`src/rtl/pwm_pkg.sv`:
```
// Shared types and default widths for the PWM fader and its prescaler.
package pwm_pkg;

  localparam int PWM_N     = 8;
  localparam int PWM_DIV_W = 16;

  typedef enum logic [1:0] {
    IDLE = 2'd0,
    UP   = 2'd1,
    DOWN = 2'd2
  } fader_state_t;

endpackage

```
`src/rtl/step_prescaler.sv`:
```
// Clock prescaler: registered one-cycle step pulse every divider+1 enabled clocks.
module step_prescaler #(
  parameter int DIV_W = 16
) (
  input  logic             clk,
  input  logic             rst,
  input  logic             ena,
  input  logic [DIV_W-1:0] divider,
  output logic             step
);

  logic [DIV_W-1:0] cnt_q, cnt_d;
  logic             step_q, step_d;

  // Equality compare: a new divider is picked up at the next compare only.
  always_comb begin
    cnt_d  = cnt_q;
    step_d = 1'b0;
    if (ena) begin
      if (cnt_q == divider) begin
        cnt_d  = '0;
        step_d = 1'b1;
      end else begin
        cnt_d = cnt_q + DIV_W'(1);
      end
    end
  end

  always_ff @(posedge clk) begin
    if (rst) begin
      cnt_q  <= '0;
      step_q <= 1'b0;
    end else begin
      cnt_q  <= cnt_d;
      step_q <= step_d;
    end
  end

  assign step = step_q;

endmodule

```
`src/rtl/pwm_fader.sv`:
```
// Duty ramp generator: moves duty toward a loaded target by stride, only at PWM period boundaries.
module pwm_fader
  import pwm_pkg::*;
#(
  parameter int N     = PWM_N,
  parameter int DIV_W = PWM_DIV_W
) (
  input  logic             clk,
  input  logic             rst,
  input  logic             ena,
  input  logic [DIV_W-1:0] divider,
  input  logic             load,
  input  logic [N-1:0]     target,
  input  logic [N-1:0]     stride,
  output logic             step,
  output logic [N-1:0]     duty,
  output logic             busy,
  output logic             done
);

  fader_state_t state_q, state_d;
  logic [N-1:0] per_q, per_d;
  logic [N-1:0] duty_q, duty_d;
  logic [N-1:0] tgt_q, tgt_d;
  logic [N-1:0] str_q, str_d;
  logic         done_q, done_d;
  logic [N-1:0] diff;
  logic         step_w;
  logic         ramp_tick;

  step_prescaler #(.DIV_W(DIV_W)) u_prescaler (
    .clk     (clk),
    .rst     (rst),
    .ena     (ena),
    .divider (divider),
    .step    (step_w)
  );

  // Period counter mirrors the downstream PWM counter; the last step of a period is the tick.
  assign ramp_tick = step_w & (per_q == '1);

  always_comb begin
    state_d = state_q;
    per_d   = step_w ? per_q + N'(1) : per_q;
    duty_d  = duty_q;
    tgt_d   = tgt_q;
    str_d   = str_q;
    done_d  = 1'b0;
    diff    = '0;
    if (load) begin
      tgt_d = target;
      str_d = stride;
      if (target > duty_q) begin
        state_d = UP;
      end else if (target < duty_q) begin
        state_d = DOWN;
      end else begin
        state_d = IDLE;
        done_d  = 1'b1;
      end
    end else if (ramp_tick) begin
      // Distance is taken in the known direction, so the final step clamps to target.
      case (state_q)
        UP: begin
          diff = tgt_q - duty_q;
          if (diff <= str_q) begin
            duty_d  = tgt_q;
            state_d = IDLE;
            done_d  = 1'b1;
          end else begin
            duty_d = duty_q + str_q;
          end
        end
        DOWN: begin
          diff = duty_q - tgt_q;
          if (diff <= str_q) begin
            duty_d  = tgt_q;
            state_d = IDLE;
            done_d  = 1'b1;
          end else begin
            duty_d = duty_q - str_q;
          end
        end
        default: ;
      endcase
    end
  end

  always_ff @(posedge clk) begin
    if (rst) begin
      state_q <= IDLE;
      per_q   <= '0;
      duty_q  <= '0;
      tgt_q   <= '0;
      str_q   <= '0;
      done_q  <= 1'b0;
    end else begin
      state_q <= state_d;
      per_q   <= per_d;
      duty_q  <= duty_d;
      tgt_q   <= tgt_d;
      str_q   <= str_d;
      done_q  <= done_d;
    end
  end

  assign step = step_w;
  assign duty = duty_q;
  assign busy = (state_q != IDLE);
  assign done = done_q;

endmodule

```
`config.mk`:
```
export PLATFORM = sky130hd
export DESIGN_NAME = pwm_fader
export DESIGN_NICKNAME = d
export VERILOG_FILES = /design/src/rtl/pwm_pkg.sv /design/src/rtl/step_prescaler.sv /design/src/rtl/pwm_fader.sv
export SDC_FILE = /design/constraint.sdc
export NUM_CORES = 1
export LEC_CHECK = 0
export BUFFER_PORTS_ARGS = -buffer_cell sky130_fd_sc_hd__buf_2
export CELL_PAD_IN_SITES_DETAIL_PLACEMENT = 0
export CELL_PAD_IN_SITES_GLOBAL_PLACEMENT = 1
export CORE_UTILIZATION = 30
export CTS_CLUSTER_SIZE = 14
export DETAILED_ROUTE_END_ITERATION = 8
export GPL_TIMING_DRIVEN = 0
export PLACE_DENSITY_LB_ADDON = 0.1
export REMOVE_ABC_BUFFERS = 1
export SLEW_MARGIN = 20
export SYNTH_ARGS = -nofsm -noshare
export SYNTH_HDL_FRONTEND = slang
export SYNTH_SLANG_ARGS = --single-unit
```
`constraint.sdc`:
```
create_clock -name clk -period 4 [get_ports clk]
set_clock_uncertainty 0.15 [all_clocks]
set_input_delay 0.6 -clock clk [delete_from_list [all_inputs] [get_ports clk]]
set_output_delay 0.6 -clock clk [all_outputs]
set_load 0.02 [all_outputs]
```
==> Word-level counts from Yosys, hierarchy flattened <==
Cells that the tools add are included.
{ "totals": {"regBits": 52, "in_bits": 36, "word_cells": 53} }
{ "op_classes": {"n_addsub": 6, "order_cmp": 4, "eq_ne": 6, "n_mux": 19, "bitwise": 3, "reduce_logical": 7} }
{ "ops": {"columns": ["operator", "count"], "rows": [
  ["$sub 8x8->8", 3],
  ["$add 16x1->16 const B", 1],
  ["$eq 16x16->1", 1],
  ["$le 8x8->1", 2],
  ["$mux 16", 1],
  ["$mux 8", 2],
  ["$pmux 8 s2", 1],
  ["$mux 2", 6],
  ["$add 8x1->8 const B", 1],
  ["$add 8x8->8", 1],
  ["$eq 8x8->1 const B", 1],
  ["$gt 8x8->1", 1],
  ["$lt 8x8->1", 1],
  ["$mux 1", 7],
  ["$ne 3x3->1 const B", 2],
  ["$reduce_bool 2->1", 3],
  ["$pmux 2 s2", 1],
  ["$reduce_and 4->1", 1],
  ["$reduce_and 3->1", 1],
  ["$reduce_bool 3->1", 1],
  ["$eq 2x1->1 const B", 1],
  ["$eq 2x2->1 const B", 1],
  ["$not 1->1", 2],
  ["$pmux 1 s2", 1],
  ["other kinds (2)", 2]
]} }

==> Depth between registers and ports, before layout <==
Gate-level depths: netlist (run 1).
{ "depth": {"ltp_word": 6, "mapped_depth": 16} }

==> Cells and area by module <==
A second synthesis (run 1) with hierarchy kept.
{ "unflattened": {"cells_unflattened": 501, "area_unflattened_um2": 4274.1} }
{ "modules_own_cells": {"columns": ["mod", "instances", "cells_per_inst", "area_per_inst_um2", "seq_area_each_um2"], "rows": [
  ["pwm_fader", 1, 397, 3355.7, 700.7],
  ["step_prescaler", 1, 104, 918.4, 340.3]
]} }

==> Least setup slack after synthesis (run 1) <==
OpenSTA, ideal clock, no wires.
{ "synth_timing": {"kind": "reg-to-reg", "start": "register duty_q[1], in the netlist duty[1]", "end": "register duty_q[7], in the netlist duty[7]", "arrival_time_ps": 3358, "t_required_ps": 3725, "slack_ps": 367, "stages_incl_launch_ff": 15, "synth_period_minus_slack_ps": 3633, "cell_sequence": "dfxtp_1 inv_1 fa_1 a21o_1 a21oi_1 o21bai_1 a21oi_1 xnor2_1 ha_1 nand4_1 nor2_2 a211oi_2 o21ai_1 and3_1 o41a_1"} }
{ "synth_via": {"elab_chain_len": 4, "elab_cells_between_ends": 9} }
{ "synth_rtl": {"columns": ["element", "line", "text"], "rows": [
  ["start: declaration", "pwm_fader.sv:23", "logic [N-1:0] duty_q, duty_d;"],
  ["start signal: assignment", "pwm_fader.sv:100", "duty_q <= duty_d;"],
  ["$sub 8x8->8, on equally long branches", "pwm_fader.sv:75, pwm_fader.sv:65", null],
  ["$le 8x8->1, on equally long branches", "pwm_fader.sv:76, pwm_fader.sv:66", null],
  ["$mux 8, on equally long branches", "pwm_fader.sv:76, pwm_fader.sv:66", null],
  ["$pmux 8 s2 (*)", "pwm_fader.sv:63", "case (state_q)"]
]} }
Every way passes the cells marked *; elsewhere a longest branch is shown, timed or not.
A chain may end at the register's enable or synchronous reset.

==> Final worst setup path (run 1) <==
Same ends and word-level chain as after synthesis.

==> results of run 1 <==
-- final cells by class --
type | count | share of cell area, %
multi-input combinational | 390 | 61.9
clock buffer | 5 | 2.59
sequential | 52 | 21.6
timing repair buffer | 51 | 5.55
clock inverter | 3 | 0.389
inverter | 43 | 3.42
tap | 176 | 4.57
-- worst register-to-register path, cell delays in order, from the launching register on --
cell	delay [ns]
dfxtp_2	0.42
clkinvlp_4	0.19
fa_1	0.49
a21o_1	0.20
a21oi_2	0.20
o21bai_1	0.08
a21oi_1	0.17
xnor2_1	0.14
ha_1	0.26
nand4_1	0.08
buf_4	0.16
nor2_4	0.06
a211oi_4	0.34
o21ai_4	0.16
and3_1	0.21
o41a_1	0.38
-- flip-flops by register name, summed over array words and instances (netlist names) --
signal and flops:
tgt_q 8, duty 8, state_q 2, str_q 8
u_prescaler.step 1, u_prescaler.cnt_q 16, done 1, per_q 8
-- per-stage QoR --
step,cell area (sq um),power [mW]
after floorplan,4100,0.826
after global placement,4550,0.949
after CTS,4780,1.43
after detailed placement,4550,0.952
after global routing,4820,1.51
final,4820,1.42
-- power by group through the flow --
stage          clock [mW]  sequential (mW)  combinational [mW]
2_1_floorplan           0            0.554               0.272
3_3_place_gp            0            0.561               0.388
3_5_place_dp            0            0.561               0.391
4_1_cts             0.455            0.549               0.430
5_1_grt             0.471            0.550               0.490
6_report            0.431            0.548               0.443
-- cell usage after synthesis, types with 14 or more instances --
library cell   n  area [sq um]
nand4_1       16           100
mux2i_1       18           180
ha_1          56           701
nor3_1        15          75.1
dfxtp_1       52          1040
xor2_1        15           131
inv_1         43           161
a21oi_1       30           150
nand2_1       14          52.6
o21ai_0       16          80.1
nor2_1        64           240
xnor2_1       43           377
-- layer usage --
| metal | vias up | GRT usage [%] |
|---|---|---|
| li1 | 1830 | - |
| met1 | 1697 | 21.8 |
| met2 | 49 | 28.6 |
| met3 | 10 | 2.23 |
| met4 | 0 | 4.53 |
| met5 | - | 0 |
-- what timing repair did --
item	4_1_cts	5_1_grt
resized for setup	11	7
setup endpoints to repair	9	8
gates cloned	0	0
buffers inserted	4	1
pin swaps	3	1
hold endpoints to repair	0	0
-- cells by family after synthesis --
logic type | count (synthesis)
AND/OR/NAND/NOR | 152
buffers and inverters | 60
AO/OA/AOI/OAI | 102
XOR/XNOR | 58
flip-flops | 52
multiplexers | 18
adder cells (fa/ha/maj) | 60
-- how the worst max path moves through the flow --
stage                         startpoint                   end  slack, ns  cells past startpoint
floorplan           duty[1]$_SDFFE_PP0P_  duty[7]$_SDFFE_PP0P_       0.37                     14
global placement    duty[1]$_SDFFE_PP0P_  duty[7]$_SDFFE_PP0P_      -0.38                     14
detailed placement  duty[1]$_SDFFE_PP0P_  duty[3]$_SDFFE_PP0P_      -0.43                     14
CTS                 duty[0]$_SDFFE_PP0P_  duty[7]$_SDFFE_PP0P_       0.06                     15
global route        duty[1]$_SDFFE_PP0P_  duty[7]$_SDFFE_PP0P_       0.01                     15
finish              duty[1]$_SDFFE_PP0P_  duty[7]$_SDFFE_PP0P_       0.21                     15
==> metrics.csv, run 1 <==
metric;value;unit
Nets;639;
max_slew headroom;37.6;%
TritonCTS clock tree;yes;
IO buf count;46;
CP Capture Type;register;
Initial DRC Count;100;
largest net degree at the start of global routing;40;
sequential cell area;0.00104;sq mm
CTS sink cnt;52;
vias in the first global route;3538;
Crit path largest cell delay;0.49;ns
die area;0.0144;sq mm
routed wire length on met2;5570;um
Switching Power;0.474;mW
WP data required;4.03;ns
compound-cell area share of the yosys netlist;16.5;%
number of H-tree levels;2;
final hold viol count;0;
Antenna Nets Post-Route;0;
drt drc;0;
Tcrit/Tclk final;94.7;%
worst reg2reg path depth;15;
non-filler cells in the finished layout;720;
Initial Util;31.2;%
Setup TNS Final;0;ns
vias per cell;4.98;
Primary FF master, synth;dfxtp_1;
Slew @ Worst Pin;0.934;ns
Crit path max-delay family;compound AO/OA/AOI/OAI gates;
Switching Share;33.3;%
number of synthesized flops with an enable pin;0;
Critical R2R Launch;duty[1]$_SDFFE_PP0P_;
flop2flop setup slack;0.21;ns
vias after detailed routing;3586;
worst path cell trace;clkinvlp_4, fa_1, a21o_1, a21oi_2, o21bai_1, a21oi_1, xnor2_1, ha_1, nand4_1, buf_4, nor2_4, a211oi_4, o21ai_4, and3_1, o41a_1;
Post-Place Worst Slack;-0.434;ns
fin. max-slew vios;0;
Yosys reg bits;52;
WL met1;5570;um
Hold WS;0.367;ns
Mapped Area;0.00418;sq mm
antenna violations before repair;0;
combinational family with the most area after synthesis;adder cells;
n_diodes;0;
Post-Synth Simple-Gate Area;17.8;%
HPWL Detailed;9040;um
P_leak;1.93;nW
DR WL met3;253;um
critical path's slowest cell;fa_1;
Worst Hold Launch;per_q[6]$_SDFFE_PP0P_;
Clk pin slew, worst setup/hold paths;0.07;ns
CTS root buf;clkbuf_16;
mean area per synthesized cell;8.33;sq um
adder-cell share of the synthesized area;18.7;%
RSZ-0062 raised after global routing;false;
post-synthesis sequential area ratio;24.9;%
Tmin final;3.79;ns
Hold Crit Class;reg2reg;
fin util;36.0;%
Mapped Cells;502;
CP Launch Type;register;
Pre-antenna DRT Iters;4;
FMAX;0.264;GHz
layout cells sized above 1;14.9;%
WP data arrival;3.82;ns
commonest non-fill, non-tap cell in the layout;nor2_1;
Crit path buffers/inverters;2;
routed length per instance;16.0;um
Internal;0.949;mW
CTS buffer count;5;
Final WS setup;0.211;ns
Post-Synth XOR/XNOR Area;12.1;%
# setup viols final;0;
ys async rst share;0;%
max layer used;met4;
multiplexer share of the synthesized area;4.31;%
crit-path max FO;6;
clock share of power;30.3;%
Synth cell types;57;
total track usage;16.7;%
Setup CP Type;reg2reg;
global route overflow;0;
most frequent cells in the layout;nor2_1 (63), ha_1 (56), dfxtp_1 (51), buf_2 (46), xnor2_1 (43);
Worst R2R End;duty[7]$_SDFFE_PP0P_;
status;finished clean;
die height;120;um
Final Wtd Congestion;0.803;
Comb pwr share;31.2;%
IO Count;47;
pwr dens;295;mW/mm^2
drt total wl;11600;um
Worst VDD drop;0.000133;V
core area;0.0134;sq mm
# rows;42;
worst-skew pair later-pin latency;0.30;ns
CTS Buffer Depth;2;
cell count of the worst hold path;2;
placed insts;707;
max-cap violation count;0;
hold_buf cts;0;
area of the multi-input gates;0.00298;sq mm
Hold EP;per_q[6]$_SDFFE_PP0P_;
Die Width;120;um
part of the power in registers;38.5;%
# fillers;1471;
YS warnings;0;
wire length of the first global-routing pass;18700;um
Layout area overhead;15.3;%
No activity file was read; power rests on OpenSTA's default activity.
==> run 2, diff against run 1 <==
--- a/config.mk
+++ b/config.mk
@@ -8,2 +8,3 @@
 export BUFFER_PORTS_ARGS = -buffer_cell sky130_fd_sc_hd__buf_2
+export CAP_MARGIN = 0
 export CELL_PAD_IN_SITES_DETAIL_PLACEMENT = 0
@@ -13,3 +14,2 @@
 export DETAILED_ROUTE_END_ITERATION = 8
-export GPL_TIMING_DRIVEN = 0
 export PLACE_DENSITY_LB_ADDON = 0.1
--- a/constraint.sdc
+++ b/constraint.sdc
@@ -4,2 +4,2 @@
 set_output_delay 0.6 -clock clk [all_outputs]
-set_load 0.02 [all_outputs]
+set_load 0.1 [all_outputs]
==> run 2 against run 1 <==
  * Global-route usage increased by 0.60 points
  * Critical endpoint unchanged
  * Power increased by 5.7%
  * Critical path depth increased by 1
==> metrics.csv, run 2 (synthesis gave the netlist of run 1 again) <==
metric;value;unit;change
IO Count;47;;unchanged
number of H-tree levels;2;;unchanged
Initial DRC Count;109;;+9.0%
vias after detailed routing;3611;;+0.70%
# fillers;1439;;-2.2%
total track usage;17.3;%;+0.60 points
global route overflow;0;;unchanged
die area;0.0144;sq mm;unchanged
Hold WS;0.368;ns;+0.00148 ns
Worst R2R End;duty[7]$_SDFFE_PP0P_;;
Top reg by flops;u_prescaler.cnt_q;;
routed length per instance;15.8;um;-1.4%
CTS Buffer Depth;2;;unchanged
Critical R2R Launch;duty[0]$_SDFFE_PP0P_;;
Tcrit/Tclk final;93.1;%;-1.7 points
max-cap violation count;0;;unchanged
commonest non-fill, non-tap cell in the layout;nor2_1;;
Antenna Nets Post-Route;0;;unchanged
Layout Cell Area excl Fill;0.00485;sq mm;+0.57%
WP data arrival;3.76;ns;-0.06 ns
CP Launch Type;register;;
Slew @ Worst Pin;0.805;ns;-0.129 ns
Hold Crit Class;reg2reg;;
area of the multi-input gates;0.00293;sq mm;-2.0%
max FFs per register;16;;unchanged
CTS sink cnt;52;;unchanged
Layout area overhead;16.0;%;
WP data required;4.03;ns;about the same
cell count of the worst hold path;2;;unchanged
wire length of the first global-routing pass;19500;um;+4.1%
n_diodes;0;;unchanged
crit-path max FO;6;;unchanged
FMAX;0.269;GHz;+1.8%
drt total wl;11500;um;-0.46%
Initial Util;31.2;%;unchanged
Pre-antenna DRT Iters;5;;+1
layout cells sized above 1;14.3;%;-0.55 points
final hold viol count;0;;unchanged
Clk pin slew, worst setup/hold paths;0.07;ns;about the same
pwr dens;310;mW/mm^2;+5.1%
# setup viols final;0;;unchanged
P_leak;1.97;nW;+2.5%
Worst VDD drop;0.000187;V;+41%
flop2flop setup slack;0.28;ns;+0.07 ns
sequential cell area;0.00104;sq mm;-0.12%
IO buf count;46;;unchanged
Die Width;120;um;unchanged
HPWL Detailed;9270;um;+2.5%
# rows;42;;unchanged
Nets;646;;+1.1%
CTS buffer count;5;;unchanged
CP Capture Type;register;;
max_slew headroom;46.3;%;+8.7 points
Worst Hold Launch;state_q[1]$_SDFFE_PP0P_;;
Setup CP Type;reg2reg;;
die height;120;um;unchanged
Tmin final;3.72;ns;-0.0662 ns
Placed Area;0.00462;sq mm;+1.5%
vias in the first global route;3668;;+3.7%
CTS root buf;clkbuf_16;;
Hold EP;state_q[1]$_SDFFE_PP0P_;;
worst-skew pair later-pin latency;0.30;ns;about the same
RSZ-0062 raised after global routing;false;;
drt drc;0;;unchanged
worst reg2reg path depth;16;;+1
antenna violations before repair;0;;unchanged
Pwr Total;1.50;mW;+5.7%
most frequent cells in the layout;nor2_1 (64), ha_1 (56), dfxtp_1 (52), buf_2 (46);;
vias per cell;4.97;;-0.27%
TritonCTS clock tree;yes;;
core area;0.0134;sq mm;unchanged
status;finished clean;;
Final Wtd Congestion;0.812;;+1.1%
largest net degree at the start of global routing;40;;unchanged
fin. max-slew vios;0;;unchanged
run 2: cell count changes in the layout (fill, tap and decap cells not counted), moves of 2 or more:
cell      delta
buf_4        +7
clkbuf_8     +2
o21ai_4      -2
a21oi_1      +4
a21oi_2      -3
clkinv_2     -2
o21ai_2      +2
run 2: what timing repair did:
| item | 4_1_cts | 5_1_grt |
|---|---|---|
| hold buffers | 0 | 0 |
| setup buffers | 0 | 3 |
| gates resized for setup | 0 | 5 |
| endpoints found under the hold margin | 0 | 0 |
| endpoints found under the setup margin | 0 | 5 |
run 2: layer usage:
layer / up-vias / global-route usage, % / wire, um
li1: 1842 / - / -
met1: 1688 / 22.6 / 5310
met2: 71 / 29.4 / 5560
met3: 10 / 2.28 / 467
met4: 0 / 5.16 / 162
met5: - / 0 / 0
run 2: area by class of cell:
cell class                 count  share of cell area (%)
clock buffer                   7                    3.15
clock inverter                 1                   0.619
timing repair buffer          58                    6.60
multi-input combinational    390                    60.3
tap                          176                    4.54
inverter                      43                    3.33
sequential                    52                    21.5
run 2: per-stage QoR:
stage          std cells  setup WS (ns)  util (%)  TNS [ns]
2_1_floorplan        485         -0.360         -     -2.02
3_3_place_gp         716          0.286      34.5         0
3_5_place_dp         716          0.157      34.5         0
4_1_cts              724          0.133      35.9         0
5_1_grt              727        0.00194      36.2         0
6_report             727          0.277      36.2         0
run 2: worst max path at each step:
stage	from	endpoint	cells after the start
3_5_place_dp	duty[0]$_SDFFE_PP0P_	duty[5]$_SDFFE_PP0P_	15
3_3_place_gp	duty[0]$_SDFFE_PP0P_	duty[7]$_SDFFE_PP0P_	16
2_1_floorplan	duty[1]$_SDFFE_PP0P_	duty[7]$_SDFFE_PP0P_	14
6_report	duty[0]$_SDFFE_PP0P_	duty[7]$_SDFFE_PP0P_	16
4_1_cts	duty[0]$_SDFFE_PP0P_	duty[7]$_SDFFE_PP0P_	16
5_1_grt	duty[0]$_SDFFE_PP0P_	duty[7]$_SDFFE_PP0P_	16
run 2: critical path: stages (launching register included):
cell and delay [ns]:
dfxtp_1 0.40, ha_1 0.19, inv_1 0.06, fa_1 0.40, a21o_1 0.20, a21oi_2 0.17
o21bai_1 0.08, a21oi_1 0.18, xnor2_1 0.14, ha_1 0.26, nand4_1 0.13, buf_4 0.15
nor2_4 0.04, a211oi_4 0.30, o21ai_2 0.16, and3_1 0.21, o41a_1 0.38
run 2: power by group:
part,internal (mW),switching [mW],leakage [nW]
combinational,0.178,0.245,1.46
clock,0.330,0.203,0.0901
sequential,0.531,0.0172,0.423
total,1.04,0.465,1.97
==> run 3, diff against run 2 <==
--- a/config.mk
+++ b/config.mk
@@ -7,3 +7,3 @@
 export LEC_CHECK = 0
-export BUFFER_PORTS_ARGS = -buffer_cell sky130_fd_sc_hd__buf_2
+export BUFFER_PORTS_ARGS = -buffer_cell sky130_fd_sc_hd__clkbuf_2
 export CAP_MARGIN = 0
==> constraint.sdc (replaced) <==
create_clock -name clk -period 4 [get_ports clk]
set_clock_uncertainty 0.15 [all_clocks]
set_input_delay 0.8 -clock clk [delete_from_list [all_inputs] [get_ports clk]]
set_output_delay 0.8 -clock clk [all_outputs]
set_load 0.1 [all_outputs]
==> run 3 against run 2 <==
  * Sequential share of layout area barely moved
  * Routed wire length rose by 0.63%
  * Worst setup slack worse by 0.011 ns
  * Sequential power about the same
  * Clock power is 6.9% lower
  * Die area unchanged
  * Design area is essentially flat
  * Critical path type unchanged
  * Largest cell class unchanged
==> metrics.csv, run 3 (synthesis gave the netlist of run 1 again) <==
metric;value;unit;change
status;finished clean;;
non-filler cells in the finished layout;729;;+0.28%
Pre-antenna DRT Iters;4;;-1
IO buf count;46;;unchanged
Antenna Nets Post-Route;0;;unchanged
FMAX;0.268;GHz;-0.29%
CTS Buffer Depth;2;;unchanged
Tmin final;3.73;ns;+0.0110 ns
IO Count;47;;unchanged
antenna violations before repair;0;;unchanged
vias in the first global route;3598;;-1.9%
# rows;42;;unchanged
placed insts;717;;+0.14%
Layout area overhead;16.0;%;about the same
WP data required;4.03;ns;about the same
CTS sink cnt;52;;unchanged
max-cap violation count;0;;unchanged
Setup CP Type;reg2reg;;
n_diodes;0;;unchanged
CP Launch Type;register;;
Slew @ Worst Pin;0.877;ns;+0.0720 ns
WP data arrival;3.77;ns;about the same
Die Width;120;um;unchanged
RSZ-0062 raised after global routing;false;;
Layout Cell Area excl Fill;0.00485;sq mm;about the same
Top reg by flops;u_prescaler.cnt_q;;
P_leak;1.97;nW;about the same
Initial Util;31.2;%;unchanged
vias per cell;4.91;;-1.2%
CTS buffer count;5;;unchanged
worst-skew pair later-pin latency;0.30;ns;about the same
CP Capture Type;register;;
wire length of the first global-routing pass;19200;um;-1.5%
drt total wl;11600;um;+0.63%
die area;0.0144;sq mm;unchanged
Hold Crit Class;reg2reg;;
TritonCTS clock tree;yes;;
core area;0.0134;sq mm;unchanged
layout cells sized above 1;14.6;%;+0.31 points
max_slew headroom;41.5;%;-4.8 points
fin. max-slew vios;0;;unchanged
final hold viol count;0;;unchanged
global route overflow;0;;unchanged
die height;120;um;unchanged
max FFs per register;16;;unchanged
Worst VDD drop;0.000183;V;-2.2%
commonest non-fill, non-tap cell in the layout;nor2_1;;
largest net degree at the start of global routing;40;;unchanged
Placed Area;0.00463;sq mm;+0.16%
most frequent cells in the layout;nor2_1 (64), ha_1 (56), dfxtp_1 (52), clkbuf_2 (46);;
drt drc;0;;unchanged
routed length per instance;15.9;um;+0.35%
total track usage;17.1;%;-0.16 points
crit-path max FO;6;;unchanged
# setup viols final;0;;unchanged
Nets;648;;+0.31%
HPWL Detailed;9310;um;+0.36%
number of H-tree levels;2;;unchanged
Setup TNS Final;0;ns;unchanged
Clk pin slew, worst setup/hold paths;0.07;ns;about the same
pwr dens;304;mW/mm^2;-2.0%
vias after detailed routing;3577;;-0.94%
Final Wtd Congestion;0.821;;+1.1%
Tcrit/Tclk final;93.4;%;+0.27 points
Initial DRC Count;150;;+38%
CTS root buf;clkbuf_16;;
## run 3: power breakdown
| group | total [mW] | switching [mW] | internal [mW] | leakage, nW |
|---|---|---|---|---|
| sequential | 0.548 | 0.0169 | 0.531 | 0.423 |
| combinational | 0.431 | 0.247 | 0.184 | 1.47 |
| clock | 0.496 | 0.201 | 0.295 | 0.0808 |
| total | 1.47 | 0.465 | 1.01 | 1.97 |
## run 3: area by class of cell
type | count | area [sq um]
Multi-Input combinational cell | 390 | 2930
Fill cell | 1424 | 8550
Tap cell | 176 | 220
Sequential cell | 52 | 1040
Timing Repair Buffer | 60 | 335
Inverter | 43 | 161
Clock inverter | 2 | 35.0
Clock buffer | 6 | 129
## run 3: per-layer routing
layer  global-route usage (%)  share of wire, %  vias to the layer above
met5                        0                 0                        -
met4                     4.45               1.1                        0
met3                     1.90               2.9                        7
met2                     29.3                48                       51
met1                     22.7                48                     1679
li1                         -                 -                     1840
## run 3: critical path, stage by stage, from the launching register on
cell and delay [ns]:
dfxtp_1 0.41, inv_1 0.10, ha_1 0.24, fa_1 0.40, inv_1 0.07, a21o_1 0.12
a21oi_1 0.09, o21bai_1 0.15, a21oi_1 0.09, xnor2_1 0.14, ha_1 0.30, nand4_1 0.09
or2_0 0.24, and2_1 0.19, o21ai_2 0.33, nor2_1 0.10, o41a_1 0.41
## run 3: metrics by stage
stage	util (%)	setup slack, ns	total power [mW]	hold slack [ns]
after floorplan	-	-0.360	0.833	0.309
after global placement	34.5	0.274	0.966	0.344
after detailed placement	34.5	0.0641	0.966	0.348
after CTS	35.8	0.0490	1.47	0.375
after global routing	36.2	0.00707	1.57	0.393
final	36.2	0.266	1.47	0.364
## run 3: worst paths after layout
path / slack, ns / end / start / depth (start not counted)
hold / removal: 0.36 / per_q[6]$_SDFFE_PP0P_ / per_q[6]$_SDFFE_PP0P_ / 2
setup / recovery: 0.27 / duty[7]$_SDFFE_PP0P_ / duty[0]$_SDFFE_PP0P_ / 16
hold reg to reg: 0.36 / per_q[6]$_SDFFE_PP0P_ / per_q[6]$_SDFFE_PP0P_ / 2
setup reg to reg: 0.27 / duty[7]$_SDFFE_PP0P_ / duty[0]$_SDFFE_PP0P_ / 16
## run 3: timing repair
item / in CTS / in global routing
hold buffers: 0 / 0
setup endpoints to repair: 0 / 6
gates resized for setup: 0 / 6
setup buffers: 0 / 4
